File: src/rtl/spi_pkg.sv
// rtl/spi_pkg.sv - shared types and default parameters for the SPI transaction sequencer
package spi_pkg;

  typedef logic [7:0] byte_t;

  typedef enum logic [1:0] {
    IDLE,
    ISSUE,
    WAIT_DONE,
    GAP
  } seq_state_e;

  localparam int unsigned DEF_FIFO_DEPTH     = 8;
  localparam int unsigned DEF_TIMEOUT_CYCLES = 32;

endpackage

File: src/rtl/spi_seq_fifo.sv
// rtl/spi_seq_fifo.sv - synchronous byte FIFO with occupancy count and flush
module spi_seq_fifo
  import spi_pkg::*;
#(
  parameter int unsigned DEPTH = DEF_FIFO_DEPTH
) (
  input  logic                   clk,
  input  logic                   rst,
  input  logic                   flush_i,
  input  logic                   push_i,
  input  byte_t                  data_i,
  input  logic                   pop_i,
  output byte_t                  data_o,
  output logic [$clog2(DEPTH):0] count_o
);

  localparam int unsigned AW = $clog2(DEPTH);
  localparam int unsigned CW = AW + 1;

  byte_t         mem_q [DEPTH];
  logic [AW-1:0] wr_ptr_q;
  logic [AW-1:0] rd_ptr_q;
  logic [CW-1:0] count_q;
  logic          full;
  logic          empty;
  logic          do_push;
  logic          do_pop;

  assign empty   = (count_q == '0);
  assign full    = (count_q == CW'(DEPTH));
  assign do_pop  = pop_i && !empty;
  // A pop that has data frees its slot in the same cycle, so a full FIFO still accepts the push.
  assign do_push = push_i && (!full || do_pop);
  assign data_o  = mem_q[rd_ptr_q];
  assign count_o = count_q;

  always_ff @(posedge clk or posedge rst) begin
    if (rst) begin
      wr_ptr_q <= '0;
      rd_ptr_q <= '0;
      count_q  <= '0;
    end else if (flush_i) begin
      wr_ptr_q <= '0;
      rd_ptr_q <= '0;
      count_q  <= '0;
    end else begin
      if (do_push) wr_ptr_q <= wr_ptr_q + 1'b1;
      if (do_pop)  rd_ptr_q <= rd_ptr_q + 1'b1;
      count_q <= count_q + CW'(do_push) - CW'(do_pop);
    end
  end

  always_ff @(posedge clk) begin
    if (do_push && !flush_i) mem_q[wr_ptr_q] <= data_i;
  end

endmodule

File: src/rtl/spi_txn_sequencer.sv
// rtl/spi_txn_sequencer.sv - sequences TX FIFO bytes to an SPI master and collects RX bytes
// Optional per-byte done timeout enabled by defining SPI_SEQ_TIMEOUT_EN.
module spi_txn_sequencer
  import spi_pkg::*;
#(
  parameter int unsigned FIFO_DEPTH     = DEF_FIFO_DEPTH,
  parameter int unsigned TIMEOUT_CYCLES = DEF_TIMEOUT_CYCLES
) (
  input  logic                        clk,
  input  logic                        rst,
  input  logic [7:0]                  wr_data,
  input  logic                        wr_valid,
  output logic                        wr_ready,
  input  logic                        start,
  input  logic [$clog2(FIFO_DEPTH):0] len,
  output logic                        busy,
  output logic                        txn_done,
  output logic                        err,
  output logic                        rx_ovf,
  output logic [7:0]                  rd_data,
  output logic                        rd_valid,
  input  logic                        rd_ready,
  output logic [7:0]                  m_tx_data,
  output logic                        m_tx_valid,
  input  logic                        m_tx_done,
  input  logic [7:0]                  m_rx_data,
  input  logic                        m_rx_valid
);

  localparam int unsigned LW = $clog2(FIFO_DEPTH) + 1;

  seq_state_e    state_q, state_d;
  logic [LW-1:0] rem_q, rem_d;
  byte_t         tx_data_q, tx_data_d;
  logic          tx_valid_q, tx_valid_d;
  logic          done_q, done_d;
  logic          err_q, err_d;
  logic          ovf_q, ovf_d;

  logic [LW-1:0] tx_count;
  logic [LW-1:0] rx_count;
  byte_t         tx_head;
  byte_t         rx_head;
  logic          tx_pop;
  logic          tx_flush;
  logic          rx_full;
  logic          rx_drop;
  logic          start_ok;
  logic          tmo_hit;

  spi_seq_fifo #(.DEPTH(FIFO_DEPTH)) u_tx_fifo (
    .clk     (clk),
    .rst     (rst),
    .flush_i (tx_flush),
    .push_i  (wr_valid),
    .data_i  (wr_data),
    .pop_i   (tx_pop),
    .data_o  (tx_head),
    .count_o (tx_count)
  );

  spi_seq_fifo #(.DEPTH(FIFO_DEPTH)) u_rx_fifo (
    .clk     (clk),
    .rst     (rst),
    .flush_i (1'b0),
    .push_i  (m_rx_valid),
    .data_i  (m_rx_data),
    .pop_i   (rd_ready),
    .data_o  (rx_head),
    .count_o (rx_count)
  );

  assign wr_ready   = (tx_count != LW'(FIFO_DEPTH));
  assign rx_full    = (rx_count == LW'(FIFO_DEPTH));
  assign rd_valid   = (rx_count != '0);
  assign rd_data    = rd_valid ? rx_head : '0;
  assign rx_drop    = m_rx_valid && rx_full && !rd_ready;
  assign start_ok   = (len != '0) && (len <= tx_count);
  assign busy       = (state_q != IDLE);
  assign txn_done   = done_q;
  assign err        = err_q;
  assign rx_ovf     = ovf_q;
  assign m_tx_data  = tx_data_q;
  assign m_tx_valid = tx_valid_q;

`ifdef SPI_SEQ_TIMEOUT_EN
  localparam int unsigned TW = $clog2(TIMEOUT_CYCLES) + 1;

  logic [TW-1:0] tmo_q, tmo_d;

  // Counts cycles spent in WAIT_DONE for the current byte; restarts at zero for every byte.
  assign tmo_hit = (state_q == WAIT_DONE) && (tmo_q == TW'(TIMEOUT_CYCLES - 1));

  always_comb begin
    tmo_d = '0;
    if (state_q == WAIT_DONE && !m_tx_done && !tmo_hit) tmo_d = tmo_q + 1'b1;
  end

  always_ff @(posedge clk or posedge rst) begin
    if (rst) tmo_q <= '0;
    else     tmo_q <= tmo_d;
  end
`else
  assign tmo_hit = 1'b0;
`endif

  always_comb begin
    state_d    = state_q;
    rem_d      = rem_q;
    tx_data_d  = tx_data_q;
    tx_valid_d = 1'b0;
    done_d     = 1'b0;
    err_d      = 1'b0;
    ovf_d      = ovf_q;
    tx_pop     = 1'b0;
    tx_flush   = 1'b0;
    case (state_q)
      IDLE: begin
        if (start) begin
          if (start_ok) begin
            rem_d   = len;
            ovf_d   = 1'b0;
            state_d = ISSUE;
          end else begin
            err_d = 1'b1;
          end
        end
      end
      ISSUE: begin
        tx_pop     = 1'b1;
        tx_data_d  = tx_head;
        tx_valid_d = 1'b1;
        state_d    = WAIT_DONE;
      end
      WAIT_DONE: begin
        if (m_tx_done) begin
          rem_d   = rem_q - 1'b1;
          state_d = GAP;
        end else if (tmo_hit) begin
          err_d    = 1'b1;
          tx_flush = 1'b1;
          rem_d    = '0;
          state_d  = IDLE;
        end
      end
      GAP: begin
        if (rem_q != '0) begin
          state_d = ISSUE;
        end else begin
          state_d = IDLE;
          done_d  = 1'b1;
        end
      end
      default: state_d = IDLE;
    endcase
    // A dropped RX byte wins over the clear from a same-cycle start.
    if (rx_drop) ovf_d = 1'b1;
  end

  always_ff @(posedge clk or posedge rst) begin
    if (rst) begin
      state_q    <= IDLE;
      rem_q      <= '0;
      tx_data_q  <= '0;
      tx_valid_q <= 1'b0;
      done_q     <= 1'b0;
      err_q      <= 1'b0;
      ovf_q      <= 1'b0;
    end else begin
      state_q    <= state_d;
      rem_q      <= rem_d;
      tx_data_q  <= tx_data_d;
      tx_valid_q <= tx_valid_d;
      done_q     <= done_d;
      err_q      <= err_d;
      ovf_q      <= ovf_d;
    end
  end

endmodule

File: config.mk
export PLATFORM = sky130hd
export DESIGN_NAME = spi_txn_sequencer
export DESIGN_NICKNAME = d
export VERILOG_FILES = /design/src/rtl/spi_pkg.sv /design/src/rtl/spi_seq_fifo.sv /design/src/rtl/spi_txn_sequencer.sv
export SDC_FILE = /design/constraint.sdc
export NUM_CORES = 1
export LEC_CHECK = 0
export ABC_AREA = 1
export CAP_MARGIN = 0
export CORE_ASPECT_RATIO = 1.4
export CORE_MARGIN = 3
export CORE_UTILIZATION = 41
export DETAILED_ROUTE_END_ITERATION = 12
export SETUP_SLACK_MARGIN = 0.4
export SYNTH_ARGS = -nofsm -noshare
export SYNTH_HDL_FRONTEND = slang
export SYNTH_SLANG_ARGS = --single-unit
File: constraint.sdc
create_clock -name clk -period 2.9 [get_ports clk]
set_input_delay 0.58 -clock clk [delete_from_list [all_inputs] [get_ports clk]]
set_output_delay 0.58 -clock clk [all_outputs]
set_load 0.02 [all_outputs]
* Word level (Yosys, flattened, before mapping)
Memories as Yosys holds them, arrays and structs flattened. A register that Yosys moved wholly into a read port is not among the register bits.
Index checks and enable logic that the tools add are counted.
** Cells by class
- Add/sub/neg operators :: 9
- Magnitude comparators :: 1
- Eq/ne operators :: 9
- Muxes and demuxes :: 24
- Reduce and logical (&&, ||, !) cells :: 28
** Operators with widths (number)
- 1-bit 2-to-1 mux :: 15
- 3-bit by 1-bit adder with 3-bit output, second input constant :: 4
- 4-bit 2-to-1 mux :: 3
- 4-bit nonzero test :: 3
- 2-bit nonzero test :: 5
- 4-bit by 1-bit adder with 4-bit output :: 2
- 4-bit == test, second input constant :: 2
- 4-bit logical NOT :: 2
- 8-bit 2-to-1 mux :: 1
- 2-bit case mux with 4 select lines :: 1
- 4-bit case mux with 2 select lines :: 1
- 4-bit by 1-bit subtractor with 4-bit output :: 2
- 1-bit logical AND :: 7
- 2-bit 2-to-1 mux :: 3
- 2-bit inequality test, second input constant :: 3
- 3-bit AND reduction :: 2
- 1-bit logical NOT :: 5
- 2-bit == test, second input constant :: 2
- 4-bit <= comparator :: 1
- 4-bit inequality test, second input constant :: 1
- 4-bit AND reduction :: 1
- 4-bit by 1-bit subtractor with 4-bit output, second input constant :: 1
- 2-bit by 1-bit == test with 1-bit output, second input constant :: 1
- 2-bit logical NOT :: 1
- 1-bit logical OR :: 2
** Storage, ports and cells
- Flip-flop bits (word level) :: 30
- Memory bits (writable) :: 128
- Input bits :: 27
- Output and inout port bits :: 23
- Memories :: 2
** Memories
- u_rx_fifo.mem_q :: words 8, bits a word 8, rd ports 1, clocked after Yosys merged registers in 0, wr ports 1, line spi_seq_fifo.sv:20 : byte_t mem_q [DEPTH];
- u_tx_fifo.mem_q :: words 8, bits a word 8, rd ports 1, clocked after Yosys merged registers in 1, wr ports 1, line spi_seq_fifo.sv:20

* Depth between registers and ports, before layout
- Word-level depth :: 7
- Mapped depth :: 13

* Modules after synthesis
A second synthesis with hierarchy kept.
** Unflattened totals
- Cells, all modules :: 701
- Area, all modules :: 7452.1 µm²
** By module, submodules not included
- spi_seq_fifo :: times used 2, cells an instance 283, area each 3175.5 µm²
- spi_txn_sequencer :: times used 1, cells an instance 135, area each 1101.1 µm²

* Least setup slack after synthesis
OpenSTA, ideal clock, no wires.
- Kind :: flip-flop to flip-flop
- Start point :: reg u_rx_fifo.count_q[2], in the netlist u_rx_fifo.count_o[2]
- End point :: reg u_rx_fifo.count_q[2], in the netlist u_rx_fifo.count_o[2]
- Library setup time :: 0.124 ns
- Data arrival time :: 1.957 ns
- Data required time :: 2.776 ns
- Setup slack :: 0.819 ns
- Cell stages (with the launch flop) :: 11
- Buffers on the path :: 0
- Clock period less this slack :: 2.081 ns
- Path through :: dfrtp_1 -> inv_1 -> ha_1 -> nand3_4 -> nand2_2 -> inv_1 -> ha_1 -> inv_1 -> ha_1 -> fa_1 -> xor2_1
** On the way
- Longest elaborated chain between the ends :: 7
- Elaborated cells between the ends (all ways) :: 9
- Classes of those cells :: add/sub (2); eq/ne (1); reduce/logical (6)
** RTL lines
- start, declared :: line spi_seq_fifo.sv:23 : logic [CW-1:0] count_q;
- start signal, assigned :: line spi_seq_fifo.sv:49 : count_q <= count_q + CW'(do_push) - CW'(do_pop);
- 4-bit logical NOT :: line spi_seq_fifo.sv:29 : assign empty = (count_q == '0);
- 1-bit logical NOT :: line spi_seq_fifo.sv:31 : assign do_pop = pop_i && !empty;
- 1-bit logical AND :: line spi_seq_fifo.sv:31
- 1-bit logical OR :: line spi_seq_fifo.sv:33 : assign do_push = push_i && (!full || do_pop);
- 1-bit logical AND :: line spi_seq_fifo.sv:33
- 4-bit by 1-bit adder with 4-bit output :: line spi_seq_fifo.sv:49
- 4-bit by 1-bit subtractor with 4-bit output (*) :: line spi_seq_fifo.sv:49
Mark *: on every way between the ends. The rest lies on a longest branch, timed or not.
A chain may end at the register's enable or synchronous reset.

* Worst setup path in the final report
- Start point :: reg u_rx_fifo.rd_ptr_q[0]
- End point :: out rd_data[3]
** On the way
- Longest elaborated chain between the ends :: 2
** RTL lines
- start, declared :: line spi_seq_fifo.sv:22 : logic [AW-1:0] rd_ptr_q;
- start signal, assigned :: line spi_seq_fifo.sv:48 : if (do_pop) rd_ptr_q <= rd_ptr_q + 1'b1;
- memory read 8 x 8 bit
- 8-bit 2-to-1 mux :: line spi_txn_sequencer.sv:76 : assign rd_data = rd_valid ? rx_head : '0;
- end, declared :: line spi_txn_sequencer.sv:20 : output logic [7:0] rd_data,
Every way passes these cells.

==> out/results.ini <==
[clock_network]
cts_buffer_depth=2
clock_sinks=166
cts_setup_buffers=0
clk_pin_slew_ps=70
root_buffer=clkbuf_16
cts_tree=built
postCtsHoldBufs=0
clk_latency_ps=430
cts_buffers=17
h-tree-depth=4

[logic_synthesis]
synthTopCellsByArea=edfxtp_1, dfrtp_1, nor2_1
synth_cells=611
synth_area_per_cell_um2=11.7
ys_ff_latch=166
syn-cell-area_mm2=0.00714
synth_fp_nets=666
synth_edf_count=128
synth_top_area_cell=edfxtp_1
yosys.area.top_type_share_pct=53.8
yosys_warnings=0
ys.flop_type=edfxtp_1
synth.distinct_cells=31
synth-seq-area-share_pct=67.2
async_flop_share_pct=22.9

[route]
drt-initial-drc-count=231
remaining_drc_errors=0
via_count=4588
wl_mm=14.9
viasPerCell=4.94
dr.pass1.iters=4
wire_per_inst_um=16.1
drtAntennaViolNets=0

[die]
die_w_um=118
core_area_mm2=0.0169
die_y_um=162
initial_utilization_pct=42.3
ios=50
rows=56
die_area_mm2=0.0191

[grt]
grt_overflow_total=0
grt_pass1_wl_mm=24.6
grt_pass1_vias=4813
grt_usage_pct=16.7
grt_max_degree=35
antenna_found_initial=0

[sta]
relSlewSlack_pct=61.1
rsz0062_at_grt=yes
finalHoldViolCount=0
fin_crit_sh_pct=85.3
fmax_mhz=404
finClkSkew_ps=9.09
finalSetupViolCount=0
drv_slew=0
worst_slack_ps=427
tightest_slew_ps=580
fin_setup_tns_ps=0
finalCriticalPeriod_ps=2470

[power]
p_leak_nw=3.29
p_comb_share_pct=38.0
netSwitchingPower_mw=3.36
p_per_area_mw_per_mm2=1060
irDropWorstVdd_v=0.000454
p_clk_share_pct=24.6
power_switching_share_pct=37.1
p_seq_share_pct=37.4
p_int_mw=5.70

[hold_path]
holdCritPathClass=input port to async pin

[outcome]
status=finished, final reports clean

[final_layout]
nNetsFinal=738
antenna_cells=0
area_growth_pct=20.1
drive_gt1_share_pct=11.4

[placed_design]
post-dp-hpwl_mm=10.5
numPortBuffers=49
gp_congestion=0.825
dp_slack_ps=400

[worst_setup_path]
cp-end-kind=output pin
required_ps=2320
critical_path_class=flip-flop to output pin
start_kind=flip-flop
cp-startpoint=u_rx_fifo.rd_ptr_q[0]
critPathMaxFanout=33
cp.arrival_ps=1890
r2r_start=u_rx_fifo.count_o[2]

[job]
maxCapViolCount=0

[logic make-up after synthesis]
family / count (synthesis) / share of synthesized area, %
AO/OA/AOI/OAI: 112 / 9.27
adder cells (fa/ha/maj): 28 / 5.12
XOR/XNOR: 11 / 1.35
buffers and inverters: 63 / 4.01
AND/OR/NAND/NOR: 231 / 13.1
flip-flops: 166 / 67.2
[cells in the mapped netlist, types with 2 or more instances]
master,instances
buf_4,3
o32ai_2,2
o21ai_0,69
buf_6,3
o32ai_1,6
fa_1,2
or2_1,2
nand2_2,3
inv_2,5
edfxtp_1,128
o221ai_1,10
dfrtp_1,38
nand4_1,2
xor2_1,9
nand2_1,76
inv_1,37
xnor2_1,2
buf_2,13
nand3_1,20
o21ai_1,13
o211ai_1,6
a21oi_1,5
ha_1,26
nor2_1,124
[final cells by class]
type | instances | area [um2]
tap | 232 | 290
sequential | 166 | 4800
timing repair buffer | 73 | 668
clock inverter | 13 | 149
clock buffer | 19 | 443
inverter | 43 | 166
fill | 1473 | 8310
multi-input combinational | 382 | 2060
[worst paths after layout]
kind,to,slack [ps],cells past startpoint
worst min register to register,rem_q[1],480,2
worst max-delay path,rd_data[3],430,6
worst max register to register,u_rx_fifo.count_o[2],680,10
min in group clk,rem_q[1],480,2
max in group asynchronous,u_rx_fifo.rd_ptr_q[1],1840,3
worst min-delay path,m_tx_data[0],460,2
[per-stage QoR]
| step | util (%) | power [mW] | cells | hold WS (ps) | instance area [um2] |
|---|---|---|---|---|---|
| after floorplan | - | 5.79 | 611 | 442 | 7140 |
| after global placement | 47.3 | 6.86 | 896 | 460 | 7990 |
| after detailed placement | 47.3 | 6.98 | 896 | 466 | 7990 |
| after CTS | 50.9 | 9.18 | 928 | 465 | 8590 |
| after global routing | 50.8 | 9.74 | 928 | 476 | 8570 |
| final | 50.8 | 9.06 | 928 | 461 | 8570 |
[worst max-delay path, cell delays in order, from the launching register on]
cell,delay (ps)
dfrtp_2,460
inv_6,200
nor2_1,70
o32ai_1,230
nor2_1,70
nor2_1,90
dlygate4sd2_1,350
[layer usage]
metal / global-route usage, % / part of all wire, % / vias up
met2: 32.2 / 56 / 82
met4: 5.71 / 1.7 / 0
li1: - / - / 2267
met3: 4.21 / 3.1 / 21
met1: 17.5 / 39 / 2218
met5: 0 / 0 / -
[sequential cells by signal (all words and copies together), names as in the netlist]
signal and cells:
u_tx_fifo.wr_ptr_q 3, u_rx_fifo.count_o 4, u_rx_fifo.wr_ptr_q 3, u_tx_fifo.count_o 4, u_rx_fifo.rd_ptr_q 3, rem_q 4, u_tx_fifo.rd_ptr_q 3, state_q 2
m_tx_valid 1, rx_ovf 1, u_rx_fifo.mem_q 64, m_tx_data 8, txn_done 1, u_tx_fifo.mem_q 64, err 1
[power groups by stage]
| stage | clock network (mW) | logic [mW] | registers [mW] |
|---|---|---|---|
| finish | 2.23 | 3.44 | 3.39 |
| global route | 2.37 | 3.93 | 3.44 |
| CTS | 2.28 | 3.51 | 3.39 |
| detailed placement | 0 | 3.55 | 3.42 |
| global placement | 0 | 3.45 | 3.41 |
| floorplan | 0 | 2.36 | 3.44 |
[repair_timing]
action / in CTS / in global routing
resized for setup: 23 / 16
pin swaps: 0 / 1
endpoints found under the setup margin: 9 / 33
[cell usage in the layout (no fill, tap or decap), types with 9 or more instances in the layout]
cell type,instances
ha_1,25
inv_1,36
nand2_1,76
edfxtp_1,128
o21ai_0,62
dfrtp_1,36
clkdlybuf4s50_1,39
xor2_1,9
clkbuf_16,17
nand3_1,20
o221ai_1,10
buf_4,22
nor2_1,124
o21ai_1,20
No activity file was read; power rests on OpenSTA's default activity.
